### config.mk
export PLATFORM = sky130hd
export DESIGN_NAME = meat_cook_ctrl_flat
export DESIGN_NICKNAME = d
export VERILOG_FILES = /design/src/rtl/meat_pkg.sv /design/src/rtl/meat_cook_ctrl_if.sv /design/src/rtl/meat_palette.sv /design/src/rtl/meat_cook_ctrl.sv /design/src/flat_wrapper.sv
export SDC_FILE = /design/constraint.sdc
export NUM_CORES = 1
export LEC_CHECK = 0
export CORE_MARGIN = 3
export CORE_UTILIZATION = 50
export CTS_BUF_LIST = sky130_fd_sc_hd__clkbuf_4
export DETAILED_ROUTE_END_ITERATION = 16
export PLACE_DENSITY = 0.71
export SYNTH_ARGS = -nofsm -noshare
export SYNTH_HDL_FRONTEND = slang
export SYNTH_SLANG_ARGS = --single-unit
### constraint.sdc
create_clock -name clk -period 4.7 [get_ports clk]
set_input_delay 0.94 -clock clk [delete_from_list [all_inputs] [get_ports clk]]
set_output_delay 0.94 -clock clk [all_outputs]
set_load 0.05 [all_outputs]
### src/rtl/meat_pkg.sv
// Shared types and constants for the grill meat controller.
package meat_pkg;

  typedef enum logic [1:0] {
    ST_IDLE   = 2'd0,
    ST_GRILL  = 2'd1,
    ST_FLIP   = 2'd2,
    ST_SERVED = 2'd3
  } meat_state_e;

  localparam logic [3:0] LVL_MAX = 4'd15;

  // Colour band upper bounds (inclusive) on the up-face level.
  localparam logic [3:0] BAND_RAW_MAX    = 4'd4;
  localparam logic [3:0] BAND_COOKED_MAX = 4'd9;
  localparam logic [3:0] BAND_WELL_MAX   = 4'd12;

  // Serve grading windows (inclusive).
  localparam logic [3:0] SCORE_OK_MIN   = 4'd5;
  localparam logic [3:0] SCORE_OK_MAX   = 4'd12;
  localparam logic [3:0] SCORE_BEST_MIN = 4'd7;
  localparam logic [3:0] SCORE_BEST_MAX = 4'd10;

  // RGB333 palette.
  localparam logic [8:0] MUSCLE_RAW    = 9'b111_010_011;
  localparam logic [8:0] FAT_RAW       = 9'b111_111_111;
  localparam logic [8:0] MUSCLE_COOKED = 9'b101_011_001;
  localparam logic [8:0] FAT_COOKED    = 9'b111_110_100;
  localparam logic [8:0] MUSCLE_WELL   = 9'b011_010_000;
  localparam logic [8:0] FAT_WELL      = 9'b110_100_010;
  localparam logic [8:0] MUSCLE_BURNT  = 9'b001_001_001;
  localparam logic [8:0] FAT_BURNT     = 9'b010_010_010;

  // Grade a serve from both face levels.
  function automatic logic [1:0] grade(input logic [3:0] a, input logic [3:0] b);
    logic [1:0] g;
    if (a < SCORE_OK_MIN || a > SCORE_OK_MAX || b < SCORE_OK_MIN || b > SCORE_OK_MAX)
      g = 2'd0;
    else if (a >= SCORE_BEST_MIN && a <= SCORE_BEST_MAX &&
             b >= SCORE_BEST_MIN && b <= SCORE_BEST_MAX)
      g = 2'd3;
    else
      g = 2'd2;
    return g;
  endfunction

endpackage

### src/rtl/meat_cook_ctrl_if.sv
// Command inputs and sprite/status outputs of the meat controller.
interface meat_cook_ctrl_if;
  logic       start;
  logic       flip;
  logic       serve;
  logic [8:0] colour_fat;
  logic [8:0] colour_muscle;
  logic [7:0] x_adder;
  logic [7:0] y_adder;
  logic [1:0] state;
  logic       burnt;
  logic [1:0] score;
  logic       done;

  modport master (
    output start, flip, serve,
    input  colour_fat, colour_muscle, x_adder, y_adder, state, burnt, score, done
  );

  modport slave (
    input  start, flip, serve,
    output colour_fat, colour_muscle, x_adder, y_adder, state, burnt, score, done
  );
endinterface

### src/rtl/meat_palette.sv
// Maps a 4-bit cook level to its fat/muscle RGB333 colours.
module meat_palette
  import meat_pkg::*;
(
  input  logic [3:0] level,
  output logic [8:0] colour_fat,
  output logic [8:0] colour_muscle
);

  // Band decode
  always_comb begin
    colour_fat    = FAT_BURNT;
    colour_muscle = MUSCLE_BURNT;
    if (level <= BAND_RAW_MAX) begin
      colour_fat    = FAT_RAW;
      colour_muscle = MUSCLE_RAW;
    end else if (level <= BAND_COOKED_MAX) begin
      colour_fat    = FAT_COOKED;
      colour_muscle = MUSCLE_COOKED;
    end else if (level <= BAND_WELL_MAX) begin
      colour_fat    = FAT_WELL;
      colour_muscle = MUSCLE_WELL;
    end
  end

endmodule

### src/rtl/meat_cook_ctrl.sv
// Grill-state controller: cook levels per face, place/flip/serve, sprite position, serve grade.
module meat_cook_ctrl
  import meat_pkg::*;
#(
  parameter int unsigned TICKS_PER_STEP = 50_000_000,
  parameter int unsigned FLIP_TICKS     = 12_500_000,
  parameter logic [7:0]  X_HOME         = 8'd10,
  parameter logic [7:0]  Y_HOME         = 8'd90,
  parameter logic [7:0]  X_GRILL        = 8'd70,
  parameter logic [7:0]  Y_GRILL        = 8'd60,
  parameter logic [7:0]  LIFT           = 8'd8
) (
  input  logic              clk,
  input  logic              resetn,
  meat_cook_ctrl_if.slave   bus
);

  localparam int unsigned PW = (TICKS_PER_STEP > 1) ? $clog2(TICKS_PER_STEP) : 1;
  localparam int unsigned FW = (FLIP_TICKS > 1) ? $clog2(FLIP_TICKS) : 1;

  meat_state_e state_q, state_d;
  logic [PW-1:0] presc_q, presc_d;
  logic [FW-1:0] flip_cnt_q, flip_cnt_d;
  logic [3:0] lvl_a_q, lvl_a_d, lvl_b_q, lvl_b_d;
  logic side_q, side_d;
  logic [1:0] score_q, score_d;
  logic done_q, done_d;
  logic start_prev_q, flip_prev_q, serve_prev_q;

  logic start_cmd, flip_cmd, serve_cmd;
  logic step_wrap, flip_tc;
  logic [3:0] down_lvl, up_lvl, down_inc;

  assign start_cmd = bus.start & ~start_prev_q;
  assign flip_cmd  = bus.flip  & ~flip_prev_q;
  assign serve_cmd = bus.serve & ~serve_prev_q;

  assign step_wrap = (presc_q == PW'(TICKS_PER_STEP - 1));
  assign flip_tc   = (flip_cnt_q == FW'(FLIP_TICKS - 1));

  assign down_lvl = side_q ? lvl_b_q : lvl_a_q;
  assign up_lvl   = side_q ? lvl_a_q : lvl_b_q;
  assign down_inc = (down_lvl == LVL_MAX) ? LVL_MAX : down_lvl + 4'd1;

  // State and datapath registers with synchronous active-low reset
  always_ff @(posedge clk) begin
    if (!resetn) begin
      state_q      <= ST_IDLE;
      presc_q      <= '0;
      flip_cnt_q   <= '0;
      lvl_a_q      <= 4'd0;
      lvl_b_q      <= 4'd0;
      side_q       <= 1'b0;
      score_q      <= 2'd0;
      done_q       <= 1'b0;
      start_prev_q <= 1'b0;
      flip_prev_q  <= 1'b0;
      serve_prev_q <= 1'b0;
    end else begin
      state_q      <= state_d;
      presc_q      <= presc_d;
      flip_cnt_q   <= flip_cnt_d;
      lvl_a_q      <= lvl_a_d;
      lvl_b_q      <= lvl_b_d;
      side_q       <= side_d;
      score_q      <= score_d;
      done_q       <= done_d;
      start_prev_q <= bus.start;
      flip_prev_q  <= bus.flip;
      serve_prev_q <= bus.serve;
    end
  end

  // Next-state decode; serve wins over flip in GRILL
  always_comb begin
    state_d = state_q;
    case (state_q)
      ST_IDLE:   if (start_cmd) state_d = ST_GRILL;
      ST_GRILL: begin
        if (serve_cmd)     state_d = ST_SERVED;
        else if (flip_cmd) state_d = ST_FLIP;
      end
      ST_FLIP:   if (flip_tc) state_d = ST_GRILL;
      ST_SERVED: if (start_cmd) state_d = ST_GRILL;
      default:   state_d = ST_IDLE;
    endcase
  end

  // Datapath updates: prescaler, cooking, flip timing, score latch
  always_comb begin
    presc_d    = presc_q;
    flip_cnt_d = flip_cnt_q;
    lvl_a_d    = lvl_a_q;
    lvl_b_d    = lvl_b_q;
    side_d     = side_q;
    score_d    = score_q;
    done_d     = 1'b0;
    case (state_q)
      ST_IDLE: begin
        presc_d = '0;
        if (start_cmd) score_d = 2'd0;
      end
      ST_GRILL: begin
        presc_d = step_wrap ? '0 : presc_q + PW'(1);
        if (step_wrap) begin
          if (side_q) lvl_b_d = down_inc;
          else        lvl_a_d = down_inc;
        end
        if (serve_cmd) begin
          score_d = grade(lvl_a_q, lvl_b_q);
          done_d  = 1'b1;
        end
      end
      ST_FLIP: begin
        if (flip_tc) begin
          flip_cnt_d = '0;
          side_d     = ~side_q;
        end else begin
          flip_cnt_d = flip_cnt_q + FW'(1);
        end
      end
      ST_SERVED: begin
        if (start_cmd) begin
          lvl_a_d = 4'd0;
          lvl_b_d = 4'd0;
          side_d  = 1'b0;
          score_d = 2'd0;
          presc_d = '0;
        end
      end
      default: ;
    endcase
  end

  // Sprite position decode from current state
  always_comb begin
    bus.x_adder = X_HOME;
    bus.y_adder = Y_HOME;
    case (state_q)
      ST_GRILL: begin
        bus.x_adder = X_GRILL;
        bus.y_adder = Y_GRILL;
      end
      ST_FLIP: begin
        bus.x_adder = X_GRILL;
        bus.y_adder = Y_GRILL - LIFT;
      end
      default: ;
    endcase
  end

  meat_palette u_palette (
    .level         (up_lvl),
    .colour_fat    (bus.colour_fat),
    .colour_muscle (bus.colour_muscle)
  );

  assign bus.state = state_q;
  assign bus.burnt = (lvl_a_q == LVL_MAX) || (lvl_b_q == LVL_MAX);
  assign bus.score = score_q;
  assign bus.done  = done_q;

endmodule
### src/flat_wrapper.sv
// flat-port wrapper written by rule: the top's interface ports become plain ports
module meat_cook_ctrl_flat import meat_pkg::*;
#(
  parameter int unsigned TICKS_PER_STEP = 50_000_000,
  parameter int unsigned FLIP_TICKS     = 12_500_000,
  parameter logic [7:0]  X_HOME         = 8'd10,
  parameter logic [7:0]  Y_HOME         = 8'd90,
  parameter logic [7:0]  X_GRILL        = 8'd70,
  parameter logic [7:0]  Y_GRILL        = 8'd60,
  parameter logic [7:0]  LIFT           = 8'd8
)
  (clk, resetn, bus_start, bus_flip, bus_serve, bus_colour_fat, bus_colour_muscle, bus_x_adder, bus_y_adder, bus_state, bus_burnt, bus_score, bus_done);
  meat_cook_ctrl_if bus_i ();
  input  logic clk;
  input  logic resetn;
  input wire logic [$bits(bus_i.start)-1:0] bus_start;
  input wire logic [$bits(bus_i.flip)-1:0] bus_flip;
  input wire logic [$bits(bus_i.serve)-1:0] bus_serve;
  output wire logic [$bits(bus_i.colour_fat)-1:0] bus_colour_fat;
  output wire logic [$bits(bus_i.colour_muscle)-1:0] bus_colour_muscle;
  output wire logic [$bits(bus_i.x_adder)-1:0] bus_x_adder;
  output wire logic [$bits(bus_i.y_adder)-1:0] bus_y_adder;
  output wire logic [$bits(bus_i.state)-1:0] bus_state;
  output wire logic [$bits(bus_i.burnt)-1:0] bus_burnt;
  output wire logic [$bits(bus_i.score)-1:0] bus_score;
  output wire logic [$bits(bus_i.done)-1:0] bus_done;
  assign bus_i.start = bus_start;
  assign bus_i.flip = bus_flip;
  assign bus_i.serve = bus_serve;
  assign bus_colour_fat = bus_i.colour_fat;
  assign bus_colour_muscle = bus_i.colour_muscle;
  assign bus_x_adder = bus_i.x_adder;
  assign bus_y_adder = bus_i.y_adder;
  assign bus_state = bus_i.state;
  assign bus_burnt = bus_i.burnt;
  assign bus_score = bus_i.score;
  assign bus_done = bus_i.done;
  meat_cook_ctrl #(.TICKS_PER_STEP(TICKS_PER_STEP), .FLIP_TICKS(FLIP_TICKS), .X_HOME(X_HOME), .Y_HOME(Y_HOME), .X_GRILL(X_GRILL), .Y_GRILL(Y_GRILL), .LIFT(LIFT)) u_core (.clk(clk), .resetn(resetn), .bus(bus_i));
endmodule
; ---- After elaboration in Yosys (flattened, before gate mapping)
; Index checks and enable logic that the tools add are counted.
; W data, S select, Z words.
[word_totals]
register_bits = 67
latch_bits = 0
mem_bits_rw = 0
rom_bits = 0
inputBits = 5
out_inout_bits = 40
word_cells = 105
memories = 0
[op_classes]
addsub = 3
n_mul = 0
div_mod_pow = 0
magnitude_cmp = 11
n_eq_ne = 16
shift = 0
muxes = 36
n_bitwise = 7
n_reduce_logical = 21
[ops]
columns = operator, n
row1 = $pmux W26 S3, 1
row2 = $mux W26, 2
row3 = $mux W9, 5
row4 = $mux W4, 8
row5 = $add A26 B1 Y26 const B, 1
row6 = $eq A26 B26 Y1 const B, 1
row7 = $add A24 B1 Y24 const B, 1
row8 = $eq A24 B24 Y1 const B, 1
row9 = $mux W24, 1
row10 = $le A4 B4 Y1 const B, 4
row11 = $pmux W4 S2, 2
row12 = $mux W2, 7
row13 = $pmux W7 S2, 1
row14 = $eq A4 B4 Y1 const B, 3
row15 = $ne A2 B1 Y1 const B, 6
row16 = $reduce_and A3 Y1, 3
row17 = $ge A4 B3 Y1 const B, 2
row18 = $gt A4 B4 Y1 const B, 2
row19 = $lt A4 B3 Y1 const B, 2
row20 = $mux W8, 1
row21 = $reduce_and A4 Y1, 2
row22 = $mux W7, 1
row23 = $pmux W2 S3, 1
row24 = $reduce_bool A2 Y1, 3
row25 = other kinds (17), 33

; ---- Logic depth before layout (Yosys ltp)
[logic_depth]
depth_word = 8
depth_mapped = 9
depth_no_buf = 7

; ---- Cells and area by module
; From an unflattened synthesis, not the netlist that was laid out.
[hier_totals]
cells_unflattened = 441
hier_area_um2 = 3672.3
[by_module_without_submodules]
columns = mod, instances, cells_each, area_each_um2, seq_area_each_um2
row1 = meat_cook_ctrl, 1, 417, 3517.1, 1341.3
row2 = meat_palette, 1, 24, 155.1, 0.0

; ---- Least setup slack after synthesis
; Ideal clock, no wire load.
[synth_timing]
path_kind = flip-flop to output port
startpoint = register u_core.state_q[0] (netlist: u_core.bus.state[0])
endpoint = output bus_x_adder[6]
arrival_ns = 2.166
required_ns = 3.760
slack_ns = 1.594
path_stages_with_launch = 5
path_buffers = 1
cell_sequence = dfxtp_1 > inv_1 > ha_1 > inv_1 > buf_4
[synth_via]
elab_chain_len = 3
word_cells_on_any_way = 4
classes_between = eq/ne (2) / mux (1) / reduce/logical (1)
[synth_lines]
columns = item, line_no
row1 = "start, declared", meat_cook_ctrl.sv:21  ; meat_state_e state_q, state_d;
row2 = "start signal, assigned", meat_cook_ctrl.sv:60  ; state_q <= state_d;
row3 = $eq A2 B1 Y1 or $eq A2 B2 Y1 (tied branches), meat_cook_ctrl.sv:139  ; case (state_q)
row4 = $reduce_or A2 Y1 (no source line) *, n/a
row5 = $mux W7 *, meat_cook_ctrl.sv:139
row6 = "end, declared", flat_wrapper.sv:21  ; output wire logic [$bits(bus_i.x_adder)-1:0] bus_x_adder;
; Every way passes the cells marked *; elsewhere a longest branch is shown, timed or not.

; ---- Worst setup path after layout
[layout_timing]
startpoint = register u_core.side_q
endpoint = output bus_colour_muscle[0]
[layout_via]
elab_chain_len = 5
word_cells_on_any_way = 7
classes_between = order compare (3) / mux (4)
[layout_lines]
columns = item, line_no
row1 = "start, declared", meat_cook_ctrl.sv:25  ; logic side_q, side_d;
row2 = "start signal, assigned", meat_cook_ctrl.sv:65  ; side_q <= side_d;
row3 = $mux W4 *, meat_cook_ctrl.sv:42  ; assign up_lvl = side_q ? lvl_a_q : lvl_b_q;
row4 = $le A4 B4 Y1, meat_palette.sv:20  ; end else if (level <= BAND_WELL_MAX) begin
row5 = $mux W8, meat_palette.sv:20
row6 = $mux W9, meat_palette.sv:17  ; end else if (level <= BAND_COOKED_MAX) begin
row7 = $mux W9 *, meat_palette.sv:14  ; if (level <= BAND_RAW_MAX) begin
row8 = "end, declared", flat_wrapper.sv:20  ; output wire logic [$bits(bus_i.colour_muscle)-1:0] bus_colour_muscle;
; Marks and branches as above.

==> flow_summary.json <==
{
  "worstSetupPathType": "reg -> out",
  "yosys.area.top_type": "dfxtp_1",
  "viasPerCell": 5.68,
  "skew_ps": 18.0,
  "cp-start-kind": "flop",
  "clock_sinks": 67,
  "synth.avg_cell_area_sq_um": 8.33,
  "grt-ovfl-total": 0,
  "yosysUniqueCellTypes": 61,
  "hpwlAfterDp_mm": 5.96,
  "grtUsageMet2_pct": 31.8,
  "grt_pass1_vias": 2911,
  "arrival_ps": 2610,
  "dp_slack_ps": 1290,
  "gp_congestion": 0.860,
  "synth_warnings": 0,
  "clock_latency_ps": 420,
  "syn_to_final_growth_pct": 10.4,
  "timing.critical_path.cells": "inv_1, mux2i_1, or2_2, clkdlybuf4s50_1",
  "cts_root_buf": "clkbuf_4",
  "fillers": 654,
  "layout.area.seq_sq_um": 1340,
  "max_stage_delay_ps": 790,
  "synthCells": 446,
  "critPathLaunch": "u_core.side_q",
  "required_ps": 3760,
  "postCtsResizedCells": 0,
  "postCtsHoldBufs": 0,
  "clk_pin_slew_ps": 100,
  "slowest_stage": "clkdlybuf4s50_1",
  "synth_top_cell_area_share_pct": 36.1,
  "cp_max_fo": 15,
  "synth_common_cells": "dfxtp_1 (67), nor2_1 (61), nand2_1 (32)",
  "drt_pass1_iterations": 4,
  "syn_area_sq_um": 3710,
  "dieArea_sq_um": 8500,
  "ctsHtreeMaxLevel": 3,
  "slew_violations": 0,
  "worstHoldPathType": "reg -> reg",
  "synth_flop_cell": "dfxtp_1",
  "ys_top_cells_by_area": "dfxtp_1 (36%), nor2_1 (6.2%), buf_4 (5.1%)",
  "path_buf_inv": 2,
  "hp-start": "u_core.serve_prev_q",
  "layout.cells.non_filler": 563,
  "async_flop_share_pct": 0,
  "synth_seq_cells": 67,
  "synth_edf_count": 0,
  "num_antenna_cells": 0,
  "holdWs_ps": 425,
  "period_needed_ps": 3550,
  "worst_slew_pin_slew_ps": 1020,
  "row_count": 30,
  "via_count": 3196,
  "max-slew-margin-rel_pct": 29.9,
  "finalSetupViolCount": 0,
  "tns_ps": 0,
  "design_area_sq_um": 4100,
  "cap_violations": 0,
  "outcome": "finished clean",
  "fmax_mhz": 282,
  "multi_input_comb_area_sq_um": 2110,
  "post_cts_buffers": 0,
  "ant_nets": 0,
  "grt_usage_pct": 20.2,
  "dp.cells": 547,
  "setup_ws_ps": 1150,
  "period_share_pct": 75.6,
  "drive_gt1_share_pct": 7.49,
  "cts_max_path_buffers": 2,
  "seq_area_frac_synth_pct": 36.1,
  "dpl-instance-area_sq_um": 3950,
  "ir_drop_uv": 157,
  "cts_buffers": 9,
  "drc_errors": 0,
  "wl_per_cell_um": 14.5,
  "hold_viol": 0,
  "crit_family": "buffers and inverters",
  "grt_antenna_before_repair": 0,
  "io_pins": 45,
  "yosysMostFrequentCell": "dfxtp_1",
  "cellLeakagePower_nw": 1.42,
  "grt_pass1_wl_mm": 13.8,
  "die_w_um": 92.2,
  "cts_tree": "built",
  "routed_wl_mm": 8.18,
  "grt_start_max_net_pins": 22,
  "grt.busiest_layer": "met2",
  "grt_setup_unrepaired": "false",
  "nNetsFinal": 474,
  "core_area_sq_um": 6980,
  "worstSetupEndpointType": "output port",
  "grtUsageMet1_pct": 26.8,
  "met3_usage_pct": 5.74,
  "start_util_pct": 53.2,
  "port_buffers": 32,
  "dieHeight_um": 92.2,
  "power_density_nw_per_um2": 429,
  "first_iter_violations": 188,
  "reg2reg_from": "u_core.presc_q[0]"
}
## power by group
part	total (mW)	internal [mW]	leakage (nW)	switching (mW)
Clock	0.414	0.210	0.0845	0.204
Sequential	0.631	0.595	0.541	0.0365
Combinational	0.712	0.214	0.789	0.498
Total	1.76	1.02	1.42	0.739
## cells in the final DEF (no fill, tap or decap), drive strengths merged, types with 3 or more instances in the layout
cell type      instances
o22a                   4
inv                   17
nor2                  61
nand2                 32
xnor2                 17
a21oi                 14
o21ai                 17
o21a                   3
and2                   4
or2                    3
ha                     7
or4                    6
o211ai                 3
mux2                   5
clkdlybuf4s50         32
nor3                   7
clkinv                 5
and3                  10
nor4                  13
a31oi                  9
nand3                 28
or3                    5
dfxtp                 67
clkbuf                 9
a21o                   3
xor2                  20
conb                  12
nand4                 19
## through the flow
stage / utilization [%] / power, mW
after floorplan: - / 1.21
after global routing: 58.7 / 1.85
final: 58.7 / 1.76
after CTS: 58.7 / 1.77
after global placement: 56.6 / 1.35
after detailed placement: 56.6 / 1.36
## kinds of logic after synthesis
logic type	after synthesis	synth area share, %
buffers and inverters	54	8.22
AO/OA/AOI/OAI	70	13.3
flip-flops	67	36.1
other	2	0.202
multiplexers	7	2.05
adder cells (fa/ha/maj)	7	2.36
AND/OR/NAND/NOR	202	29.0
XOR/XNOR	37	8.72
## layout make-up
cell class	instances	area share, %
sequential	67	32.7
clock inverter	7	2.01
multi-input combinational	335	51.3
inverter	17	1.56
timing repair buffer	32	7.81
tap	96	2.93
clock buffer	9	1.65
## sequential cells by signal, summed over array words and instances (netlist names), 2 cells and up
name	count
u_core.lvl_b_q	4
u_core.bus.score	2
u_core.flip_cnt_q	24
u_core.lvl_a_q	4
u_core.bus.state	2
u_core.presc_q	26
## worst register-to-register path: stages (launching register included)
cell and delay (ps):
dfxtp_1 430, ha_1 220, nand3_1 280, a211oi_2 620
nand3_1 290, or3_1 370, a21oi_1 160
## metal layers
| metal | vias to the layer above | share of wire [%] | routed length [um] |
|---|---|---|---|
| li1 | 1585 | - | - |
| met1 | 1509 | 47 | 3850 |
| met2 | 96 | 46 | 3730 |
| met3 | 6 | 6.3 | 516 |
| met4 | 0 | 1.1 | 87 |
| met5 | - | 0 | 0 |
## path summary, 6_finish.rpt
check | endpoint | slack (ps) | depth (start not counted)
setup reg to reg | u_core.presc_q[20] | 2260 | 6
setup / recovery | bus_colour_muscle[0] | 1150 | 4
hold / removal | u_core.bus.done | 420 | 1
hold reg to reg | u_core.bus.done | 420 | 1
Note: power is estimated with default switching activity, not from simulation.
